===== config.mk =====
export PLATFORM = sky130hd
export DESIGN_NAME = bus_arbiter_nm
export DESIGN_NICKNAME = d
export VERILOG_FILES = /design/src/rtl/bus_arbiter_nm.sv
export SDC_FILE = /design/constraint.sdc
export NUM_CORES = 1
export LEC_CHECK = 0
export BUFFER_PORTS_ARGS = -buffer_cell sky130_fd_sc_hd__buf_4
export CAP_MARGIN = 20
export CORE_AREA = 2 2 39 41
export CTS_BUF_LIST = sky130_fd_sc_hd__clkbuf_16
export DETAILED_ROUTE_END_ITERATION = 10
export DIE_AREA = 0 0 41 43
export GPL_TIMING_DRIVEN = 0
export HOLD_SLACK_MARGIN = 0.15
export PLACE_DENSITY_LB_ADDON = 0.05
export SLEW_MARGIN = 20
export SYNTH_ARGS = -nofsm -noshare
export SYNTH_HDL_FRONTEND = slang
export SYNTH_SLANG_ARGS = --single-unit

===== constraint.sdc =====
create_clock -name clk -period 1.5 [get_ports clk]
set_input_delay 0.3 -clock clk [delete_from_list [all_inputs] [get_ports clk]]
set_output_delay 0.3 -clock clk [all_outputs]
set_load 0.02 [all_outputs]

===== src/rtl/bus_arbiter_nm.sv =====
// N-master system bus arbiter: fixed-priority or round-robin grant, one
// outstanding split transaction, and an optional grant-length timeout.
module bus_arbiter_nm #(
    parameter  int NUM_MASTERS = 2,
    parameter  int RR_MODE     = 0,
    parameter  int TIMEOUT     = 0,
    localparam int IDW         = (NUM_MASTERS > 2) ? $clog2(NUM_MASTERS) : 1
) (
    input  logic                   clk,
    input  logic                   rst,
    input  logic [NUM_MASTERS-1:0] breq,
    input  logic                   split_req,
    input  logic                   split_release,
    output logic [NUM_MASTERS-1:0] bgrant,
    output logic [NUM_MASTERS-1:0] msplit,
    output logic [IDW-1:0]         owner_id,
    output logic                   bus_busy,
    output logic                   timeout_evt
);

    localparam int            CW       = (TIMEOUT > 0) ? $clog2(TIMEOUT + 1) : 1;
    localparam logic [CW-1:0] CNT_LAST = CW'((TIMEOUT > 0) ? TIMEOUT - 1 : 0);
    localparam logic [CW-1:0] CNT_MAX  = CW'(TIMEOUT);

    localparam logic [0:0] S_IDLE  = 1'b0;
    localparam logic [0:0] S_GRANT = 1'b1;

    logic [0:0]             state_q,  state_d;
    logic [NUM_MASTERS-1:0] bgrant_q, bgrant_d;
    logic [NUM_MASTERS-1:0] msplit_q, msplit_d;
    logic [NUM_MASTERS-1:0] excl_q,   excl_d;
    logic [IDW-1:0]         owner_q,  owner_d;
    logic [IDW-1:0]         ptr_q,    ptr_d;
    logic [CW-1:0]          cnt_q,    cnt_d;
    logic                   resume_q, resume_d;
    logic                   tevt_q,   tevt_d;

    logic [NUM_MASTERS-1:0] eligible;
    logic                   split_pend;
    logic                   resume_now;
    logic                   split_ready;
    logic                   owner_req;
    logic                   others_wait;

    assign eligible    = breq & ~msplit_q & ~excl_q;
    assign split_pend  = |msplit_q;
    // A release pulse arriving while idle resumes the split master in the same arbitration.
    assign resume_now  = resume_q | (split_release & split_pend);
    assign split_ready = |(breq & msplit_q);
    assign owner_req   = |(breq & bgrant_q);
    assign others_wait = |(eligible & ~bgrant_q);

    logic [NUM_MASTERS-1:0] fp_vec;
    logic [IDW-1:0]         fp_idx;
    logic                   fp_found;

    // NOTE: blocking assignments in combinational logic let the found flag
    // suppress later loop iterations; registers below use non-blocking only.
    always_comb begin
        fp_vec   = '0;
        fp_idx   = '0;
        fp_found = 1'b0;
        for (int i = 0; i < NUM_MASTERS; i++) begin
            if (!fp_found && eligible[i]) begin
                fp_found  = 1'b1;
                fp_vec[i] = 1'b1;
                fp_idx    = IDW'(i);
            end
        end
    end

    logic [NUM_MASTERS-1:0] rr_vec;
    logic [IDW-1:0]         rr_idx;
    logic                   rr_found;
    logic [IDW-1:0]         cand_idx;
    int                     cand;

    always_comb begin
        rr_vec   = '0;
        rr_idx   = '0;
        rr_found = 1'b0;
        cand     = 0;
        cand_idx = '0;
        for (int k = 1; k <= NUM_MASTERS; k++) begin
            cand     = (int'(ptr_q) + k) % NUM_MASTERS;
            cand_idx = IDW'(cand);
            if (!rr_found && eligible[cand_idx]) begin
                rr_found         = 1'b1;
                rr_vec[cand_idx] = 1'b1;
                rr_idx           = cand_idx;
            end
        end
    end

    logic [IDW-1:0] sp_idx;

    always_comb begin
        sp_idx = '0;
        for (int i = 0; i < NUM_MASTERS; i++) begin
            if (msplit_q[i]) sp_idx = IDW'(i);
        end
    end

    // NOTE: every signal written here gets a default first, so no path can
    // leave one unassigned and infer a latch.
    always_comb begin
        state_d  = state_q;
        bgrant_d = bgrant_q;
        msplit_d = msplit_q;
        excl_d   = excl_q;
        owner_d  = owner_q;
        ptr_d    = ptr_q;
        cnt_d    = cnt_q;
        resume_d = resume_q;
        tevt_d   = 1'b0;

        if (split_release && split_pend) resume_d = 1'b1;

        case (state_q)
            S_IDLE: begin
                if (resume_now && split_ready) begin
                    bgrant_d = msplit_q;
                    owner_d  = sp_idx;
                    msplit_d = '0;
                    resume_d = 1'b0;
                    excl_d   = '0;
                    cnt_d    = '0;
                    state_d  = S_GRANT;
                end else if (RR_MODE == 0 && fp_found) begin
                    bgrant_d = fp_vec;
                    owner_d  = fp_idx;
                    excl_d   = '0;
                    cnt_d    = '0;
                    state_d  = S_GRANT;
                end else if (RR_MODE != 0 && rr_found) begin
                    bgrant_d = rr_vec;
                    owner_d  = rr_idx;
                    ptr_d    = rr_idx;
                    excl_d   = '0;
                    cnt_d    = '0;
                    state_d  = S_GRANT;
                end
            end
            S_GRANT: begin
                // Split beats both a simultaneous release and a timeout.
                if (split_req && !split_pend) begin
                    msplit_d = bgrant_q;
                    bgrant_d = '0;
                    owner_d  = '0;
                    state_d  = S_IDLE;
                end else if (!owner_req) begin
                    bgrant_d = '0;
                    owner_d  = '0;
                    state_d  = S_IDLE;
                end else if ((TIMEOUT > 0) && (cnt_q == CNT_LAST)) begin
                    excl_d   = bgrant_q;
                    tevt_d   = 1'b1;
                    bgrant_d = '0;
                    owner_d  = '0;
                    state_d  = S_IDLE;
                end else if (others_wait && (cnt_q != CNT_MAX)) begin
                    cnt_d = cnt_q + CW'(1);
                end
            end
            default: begin
                state_d  = S_IDLE;
                bgrant_d = '0;
                owner_d  = '0;
            end
        endcase
    end

    // NOTE: all state, including the split and exclusion bookkeeping, is
    // reset so a mid-transaction reset discards any outstanding split.
    always_ff @(posedge clk or posedge rst) begin
        if (rst) begin
            state_q  <= S_IDLE;
            bgrant_q <= '0;
            msplit_q <= '0;
            excl_q   <= '0;
            owner_q  <= '0;
            ptr_q    <= IDW'(NUM_MASTERS - 1);
            cnt_q    <= '0;
            resume_q <= 1'b0;
            tevt_q   <= 1'b0;
        end else begin
            state_q  <= state_d;
            bgrant_q <= bgrant_d;
            msplit_q <= msplit_d;
            excl_q   <= excl_d;
            owner_q  <= owner_d;
            ptr_q    <= ptr_d;
            cnt_q    <= cnt_d;
            resume_q <= resume_d;
            tevt_q   <= tevt_d;
        end
    end

    assign bgrant      = bgrant_q;
    assign msplit      = msplit_q;
    assign owner_id    = owner_q;
    assign bus_busy    = |bgrant_q;
    assign timeout_evt = tevt_q;

endmodule


==> metrics, run 1 <==
final setup TNS 0 ns; end-of-flow core utilization 44.8%; GRT Util Overall 13.6%; core area 1380 µm²; Final Max Slew Viols 0; Yosys reg bits 6; worst r2r path cells 5; Final Wtd Congestion 0.678; DIE WIDTH 41 µm; crit path launch type register; hold_ws 0.445 ns; Yosys warning total 0; Worst Skew 0.00513 ns; VDD IR max 1100 µV; Final period util 95.1%; final hold viol count 0; total power 1.43 mW; min-delay src split_release; Final nets 69; first-pass GRT wire length 1560 µm; Leak Pwr 0.279 nW; Synth top cells by count dfrtp_1 (6), a21oi_1 (5), nor2_1 (5); DRC viols 0; I/O pins 13; combinational share of power 46.3%; status finished clean; number of global-route vias before repair 351; H-Tree Depth 1; asr flop ratio synth 100%; sequential area share after synthesis 34.7%; CP peak stage delay 0.45 ns; area growth from synthesis to final layout 43.4%; reg-to-reg critical path startpoint msplit[0]; WP data arrival 1.13 ns; CTS tree yes; unrepaired setup endpoints after global routing false; switching share of total power 36.6%; Synth Area in Compound Gates 29.5%; CP max stage cell dfrtp_1; Max Fclk 701 MHz; largest area contributor in the netlist dfrtp_1; CTS clk-pin slew, worst paths 0.03 ns; minimum clock period 1.43 ns; hold_buf cts 1; area share of and/or/nand/nor cells after synthesis 20.5%; area share of fa/ha/maj cells after synthesis 0%; worst hold path cell count 3; largest cells by area after synthesis dfrtp_1 (35%), a21oi_1 (5.8%), buf_4 (5.2%), buf_6 (5.2%), nor4_4 (4.9%); Switch Pwr 0.523 mW; Seq pwr share 23.0%; postcts setup bufs 0; total wire length 960 µm; DRT iter0 DRCs 0; vias 370; CTS Buf Count 3; Worst Hold Class in -> reg; mux cell area share after synthesis 2.31%; RR Endpoint bgrant[0]; internal power 0.907 mW; post-synth top area share 34.7%; CP max FO 7; FP Rows 14; MaxCap Viol Count 0; Die Height 43 µm; Final ANT Viol Nets 0; WL/cell 12.5 µm; drt via density 4.81; Synth Instances 46; gr ovfl total 0; WP buf/inv 1; largest net degree at the start of global routing 11; share of cells above drive strength 1 41.0%; WS Path Type reg -> out; CTS resizes 0; Longest Clk Path Bufs 2; critical path's top delay family flip-flops; drt pass-1 iters 1; Fillers 145; most frequent cell after synthesis dfrtp_1; HPWL after DPL 692 µm; Netlist cell types 23; initial antenna violation count 0; syn_area_per_cell 9.41 µm²; Antenna Cells 0; Die ar. 1760 µm²; crit-path cells or2_2 -> buf_4; Mapped Area 433 µm²; EDFF count, synth 0; clk root buf clkbuf_16; syn_nets 52; clock share of power 30.7%; Port-buffer cells 11; Final setup viols 0; critical path capture point type output pin; combinational family with the most area after synthesis compound AO/OA/AOI/OAI gates; Worst EP required 1.20 ns; Worst-Skew Late Latency 0.23 ns; Starting Density 31.3%; xor/xnor share of the synthesized area 0%; PwrDens 2300 nW/µm²; worst hold endpoint resume_q; CTS sink count 6; reg-to-reg slack, setup 0.22 ns; ys flop type dfrtp_1
-- metal layers --
metal	share of wire, %	routed length, µm	track usage, %	up-vias
met5	0	0	0	-
met2	43	410	18.1	13
li1	-	-	-	190
met1	49	472	18.3	165
met3	6.8	65	7.85	2
met4	1.0	10	4.00	0
-- how the worst max path moves through the flow --
stage,from,end,depth (start not counted)
floorplan,msplit[0],bgrant[0],5
global placement,msplit[0],bgrant[0],5
finish,owner_id,bus_busy,2
detailed placement,msplit[0],bgrant[0],5
global route,owner_id,bus_busy,2
CTS,owner_id,bus_busy,2
-- area by class of cell --
| type | instances | area [µm²] | area share (%) |
|---|---|---|---|
| multi-input cells | 33 | 230 | 37.1 |
| inverters | 2 | 7.51 | 1.21 |
| well taps | 16 | 20.0 | 3.23 |
| flip-flops and latches | 6 | 150 | 24.2 |
| clock buffers | 3 | 75.1 | 12.1 |
| plain buffers | 5 | 45.0 | 7.26 |
| repair buffers | 12 | 92.6 | 14.9 |
-- worst reg2reg max path, delay by kind of cell, from the launching register on --
family          cells  cell delay, ns
buf+inv             1            0.14
flops               1            0.38
mux                 1            0.21
compound gates      3            0.43
-- per-stage QoR --
step,worst slack (ns),std cells,cell area (µm²)
floorplan,0.191,46,433
global placement,0.223,73,536
detailed placement,0.224,73,536
CTS,0.0667,77,621
global route,0.0304,77,621
finish,0.0734,77,621
-- power by group through the flow --
stage,clock (mW),combinational [mW],sequential [mW]
after global routing,0.458,0.724,0.341
after global placement,0,0.675,0.330
final,0.439,0.662,0.329
after CTS,0.441,0.672,0.329
after floorplan,0,0.444,0.348
after detailed placement,0,0.666,0.332
-- placed cells by master, fill, tap and decap left out, types with 2 or more instances in the layout --
master	n
buf_4	14
a21oi_1	5
inv_1	2
o22a_1	2
nor2_1	5
dfrtp_1	6
o21a_1	2
nor3b_1	2
clkbuf_16	3
buf_6	2
o21ai_1	4
-- flip-flops by register name (all words and copies together) (netlist names) --
| register | flops |
|---|---|
| msplit | 2 |
| state_q | 1 |
| bgrant | 1 |
| resume_q | 1 |
| owner_id | 1 |
-- cells by family after synthesis --
group,count (synthesis)
compound gates,19
buf+inv,7
flops,6
mux,1
other cells,1
simple gates,12
Note: power is estimated with default switching activity, not from simulation.
==> inputs of run 2 (changes only) <==
--- a/config.mk
+++ b/config.mk
@@ -14,6 +14,7 @@
 export GPL_TIMING_DRIVEN = 0
 export HOLD_SLACK_MARGIN = 0.15
 export PLACE_DENSITY_LB_ADDON = 0.05
+export RECOVER_POWER = 100
 export SLEW_MARGIN = 20
 export SYNTH_ARGS = -nofsm -noshare
 export SYNTH_HDL_FRONTEND = slang
==> run 2 against run 1 <==
Against the previous run: register-to-register slack got worse by 0.02 ns; global-route usage did not move; die area did not move; critical path depth did not move; total power fell by 3.4%; cell count did not move; combinational power fell by 6.9%; critical path type unchanged; highest routed layer unchanged.
==> metrics, run 2 (same netlist as run 1, synthesis figures left out) <==
status finished clean (unchanged); WP data arrival 1.12 ns (was 1.13 ns); postcts setup bufs 0 (unchanged); Register Area 150 µm² (unchanged); gr ovfl total 0 (unchanged); minimum clock period 1.42 ns (was 1.43 ns); pre-CTS WS 0.224 ns (unchanged); share of cells above drive strength 1 34.4% (was 41.0%); area growth from synthesis to final layout 39.0% (was 43.4%); GRT Util Overall 13.6% (unchanged); Final Max Slew Viols 0 (unchanged); initial antenna violation count 0 (unchanged); Placed Area 536 µm² (unchanged); core area 1380 µm² (unchanged); DIE WIDTH 41 µm (unchanged); CTS clk-pin slew, worst paths 0.03 ns (about the same); drt pass-1 iters 3 (was 1); Final ANT Viol Nets 0 (unchanged); DRT iter0 DRCs 1 (was 0); Fillers 152 (was 145); placed insts 73 (unchanged); largest net degree at the start of global routing 11 (unchanged); CTS Buf Count 3 (unchanged); hold_buf cts 1 (unchanged); vias 369 (was 370); Final period util 94.8% (was 95.1%); WL/cell 12.6 µm (was 12.5 µm); Final nets 69 (unchanged); Max Fclk 703 MHz (was 701 MHz); CTS resizes 0 (unchanged); FP Rows 14 (unchanged); clk root buf clkbuf_16 (unchanged); commonest cells after routing, fill and taps aside buf_4 (7), dfrtp_1 (6), nor2_1 (5), a21oi_1 (5) (was buf_4 (14), dfrtp_1 (6), nor2_1 (5), a21oi_1 (5), o21ai_1 (4)); first-pass GRT wire length 1560 µm (unchanged); unrepaired setup endpoints after global routing false (unchanged); Antenna Cells 0 (unchanged); end-of-flow core utilization 43.5% (was 44.8%); WS Path Type reg -> out (unchanged); CTS sink count 6 (unchanged); Starting Density 31.3% (unchanged); Multi-input gate area 225 µm² (was 230 µm²); number of global-route vias before repair 351 (unchanged); Post-Layout Inst Area 602 µm² (was 621 µm²); Leak Pwr 0.265 nW (was 0.279 nW); final hold viol count 0 (unchanged); I/O pins 13 (unchanged); critical path capture point type output pin (unchanged); worst r2r path cells 5 (unchanged); DRC viols 0 (unchanged); Longest Clk Path Bufs 2 (unchanged); Final Worst Setup Slack 0.0775 ns (was 0.0734 ns); Worst Hold Class in -> reg (unchanged); Port-buffer cells 11 (unchanged); CP max FO 7 (unchanged); Worst Skew 0.00513 ns (unchanged); H-Tree Depth 1 (unchanged); crit path launch type register (unchanged); Final Wtd Congestion 0.678 (unchanged); Finished Layout Cells 77 (unchanged); worst hold path cell count 3 (unchanged); MaxCap Viol Count 0 (unchanged); PwrDens 2290 nW/µm² (was 2300 nW/µm²); Die ar. 1760 µm² (unchanged); Largest register FFs 2 (unchanged); final setup TNS 0 ns (unchanged); Die Height 43 µm (unchanged); total wire length 967 µm (was 960 µm); Worst EP required 1.20 ns (about the same); Final setup viols 0 (unchanged); VDD IR max 1080 µV (was 1100 µV); HPWL after DPL 692 µm (unchanged); commonest non-fill, non-tap cell in the layout buf_4 (unchanged); CTS tree yes (unchanged); Worst-Skew Late Latency 0.23 ns (about the same); drt via density 4.79 (was 4.81)
-- run 2: cell types whose count changed in the layout (fill, tap and decap cells not counted), sizes merged --
cell / change
buf: -7
clkbuf: +7
-- run 2: final cells by class --
type,instances,share of cell area [%]
Clock buffer,3,12.5
Tap cell,16,3.33
Sequential cell,6,24.9
Buffer,5,7.48
Multi-Input combinational cell,33,37.4
Timing Repair Buffer,12,13.1
Inverter,2,1.25
-- run 2: metal layers --
metal / track usage, % / up-vias / share of wire (%) / wire length [µm]
met4: 4.00 / 0 / 1.0 / 10
li1: - / 190 / - / -
met2: 18.1 / 13 / 43 / 411
met5: 0 / - / 0 / 0
met3: 7.85 / 2 / 7.2 / 70
met1: 18.3 / 164 / 49 / 475
-- run 2: worst max-delay path, stage by stage (launching register included) --
cell,delay [ns]
dfrtp_1,0.45
or2_2,0.30
clkbuf_2,0.15
-- run 2: path summary, 6_finish.rpt --
path	end	slack [ns]	start
worst max-delay path	bus_busy	0.08	owner_id
worst min-delay path	resume_q	0.45	split_release
worst max register to register	bgrant[0]	0.20	msplit[0]
worst min register to register	resume_q	0.58	resume_q
max in group asynchronous	owner_id	0.75	rst
min in group asynchronous	msplit[0]	0.55	rst
-- run 2: power breakdown --
part           internal (mW)  total, mW  switching [mW]  leakage (nW)
clock                  0.343      0.439          0.0959        0.0370
sequential             0.235      0.326          0.0909        0.0753
combinational          0.285      0.616           0.330         0.153
-- run 2: through the flow --
| step | hold slack, ns | power [mW] |
|---|---|---|
| finish | 0.445 | 1.38 |
| global route | 0.465 | 1.47 |
| floorplan | 0.0910 | 0.793 |
| detailed placement | 0.242 | 0.999 |
| global placement | 0.238 | 1.00 |
| CTS | 0.449 | 1.44 |
==> inputs of run 3 (changes only) <==
==> constraint.sdc (replaced) <==
create_clock -name clk -period 1.5 [get_ports clk]
set_input_delay 0.075 -clock clk [delete_from_list [all_inputs] [get_ports clk]]
set_output_delay 0.075 -clock clk [all_outputs]
set_load 0.02 [all_outputs]
==> run 3 against run 2 <==
Against the previous run: first-iteration DRC count stayed put; total power down 0.31%; cell count is the same; sequential power about the same; clock skew unchanged; critical endpoint is now bgrant[0]; sequential cell count stayed put; sequential share of layout area is 0.052 points higher; critical path type is now reg -> reg; non-clock buffer count did not move; core utilization decreased by 0.090 points; via count is the same; clock power about the same; critical path depth increased by 3; largest power group unchanged.
==> metrics, run 3 (same netlist as run 1, synthesis figures left out) <==
Worst Skew 0.00513 ns (unchanged); initial antenna violation count 0 (unchanged); critical path capture point type register (was output pin); Crit. Startpoint msplit[0] (was owner_id); Leak Pwr 0.262 nW (was 0.265 nW); status finished clean (unchanged); clk root buf clkbuf_16 (unchanged); PwrDens 2290 nW/µm² (about the same); I/O pins 13 (unchanged); share of cells above drive strength 1 32.8% (was 34.4%); critical path's top delay family compound AO/OA/AOI/OAI gates (was flip-flops); vias 369 (unchanged); CP max stage cell dfrtp_1 (unchanged); first-pass GRT wire length 1560 µm (unchanged); placed insts 73 (unchanged); worst hold path cell count 3 (unchanged); Final ANT Viol Nets 0 (unchanged); GRT Util Overall 13.6% (unchanged); WP buf/inv 1 (unchanged); DRC viols 0 (unchanged); crit-path cells buf_6 -> a22oi_1 -> o21bai_2 -> mux2i_1 -> o21ai_1 (was or2_2 -> clkbuf_2); MaxCap Viol Count 0 (unchanged); worst r2r path cells 5 (unchanged); commonest non-fill, non-tap cell in the layout buf_4 (unchanged); Max Fclk 767 MHz (was 703 MHz); CTS clk-pin slew, worst paths 0.04 ns (was 0.03 ns); WS Path Type reg -> reg (was reg -> out); drt pass-1 iters 3 (unchanged); CP max FO 9 (was 7); drt via density 4.79 (unchanged); commonest cells after routing, fill and taps aside buf_4 (7), dfrtp_1 (6), nor2_1 (5), a21oi_1 (5), clkbuf_1 (4) (was buf_4 (7), dfrtp_1 (6), nor2_1 (5), a21oi_1 (5)); unrepaired setup endpoints after global routing false (unchanged); Final setup viols 0 (unchanged); HPWL after DPL 692 µm (unchanged); area growth from synthesis to final layout 38.7% (was 39.0%); gr ovfl total 0 (unchanged); crit path launch type register (unchanged); Die ar. 1760 µm² (unchanged); DIE WIDTH 41 µm (unchanged); postcts setup bufs 0 (unchanged); Final period util 86.9% (was 94.8%); Antenna Cells 0 (unchanged); H-Tree Depth 1 (unchanged); Worst EP required 1.61 ns (was 1.20 ns); FP Rows 14 (unchanged); final hold viol count 0 (unchanged); Finished Layout Cells 77 (unchanged); CTS Buf Count 3 (unchanged); Largest register FFs 2 (unchanged); WP data arrival 1.42 ns (was 1.12 ns); CP peak stage delay 0.38 ns (was 0.45 ns); Crit path depth 5 (was 2); CTS tree yes (unchanged); Longest Clk Path Bufs 2 (unchanged); reg-to-reg critical path startpoint msplit[0] (unchanged); Final nets 69 (unchanged); WL/cell 12.6 µm (about the same); Final Max Slew Viols 0 (unchanged); number of global-route vias before repair 351 (unchanged); core area 1380 µm² (unchanged); CTS sink count 6 (unchanged); Starting Density 31.3% (unchanged); min-delay src split_release (unchanged); largest net degree at the start of global routing 11 (unchanged); VDD IR max 1080 µV (about the same); DRT iter0 DRCs 1 (unchanged); hold_buf cts 1 (unchanged); CTS resizes 0 (unchanged); Fillers 153 (was 152); final setup TNS 0 ns (unchanged); Die Height 43 µm (unchanged); total wire length 968 µm (was 967 µm); Final Wtd Congestion 0.678 (unchanged); Worst-Skew Late Latency 0.23 ns (about the same); Port-buffer cells 11 (unchanged); minimum clock period 1.30 ns (was 1.42 ns); Worst Hold Class in -> reg (unchanged)
-- run 3: cell counts in the layout (fill, tap and decap cells not counted) --
No cell type changed its count.
-- run 3: metal layers --
layer | track usage [%] | wire [µm] | vias to the layer above
li1 | - | - | 190
met1 | 18.3 | 475 | 164
met2 | 18.1 | 410 | 13
met3 | 7.85 | 71 | 2
met4 | 4.00 | 10 | 0
met5 | 0 | 0 | -
-- run 3: tightest hold or removal path: stages --
cell and delay, ns:
buf_4 0.11, o21a_1 0.11, o22a_1 0.12
-- run 3: power by group --
part / internal (mW) / leakage [nW] / switching, mW
clock: 0.343 / 0.0370 / 0.0959
combinational: 0.281 / 0.150 / 0.331
sequential: 0.235 / 0.0753 / 0.0910
total: 0.859 / 0.262 / 0.517
-- run 3: metrics by stage --
step,instance area [µm²],hold WS (ns),total power [mW],util (%),setup slack (ns)
after floorplan,433,-0.134,0.793,-,0.191
after global placement,536,0.0126,1.00,38.7,0.223
after detailed placement,536,0.0166,0.999,38.7,0.224
after CTS,621,0.224,1.44,44.8,0.217
after global routing,601,0.240,1.47,43.4,0.112
final,601,0.220,1.38,43.4,0.196
-- run 3: path summary, 6_finish.rpt --
check	slack, ns	end
setup / recovery	0.20	bgrant[0]
hold / removal	0.22	resume_q
setup reg to reg	0.20	bgrant[0]
hold reg to reg	0.58	resume_q
max in group asynchronous	0.97	owner_id
min in group asynchronous	0.32	msplit[0]
-- run 3: final cells by class --
class	instances	area, µm²	area share (%)
inverters	2	7.51	1.25
plain buffers	5	45.0	7.50
well taps	16	20.0	3.33
clock buffers	3	75.1	12.5
repair buffers	12	77.6	12.9
flip-flops and latches	6	150	25.0
multi-input cells	33	225	37.5
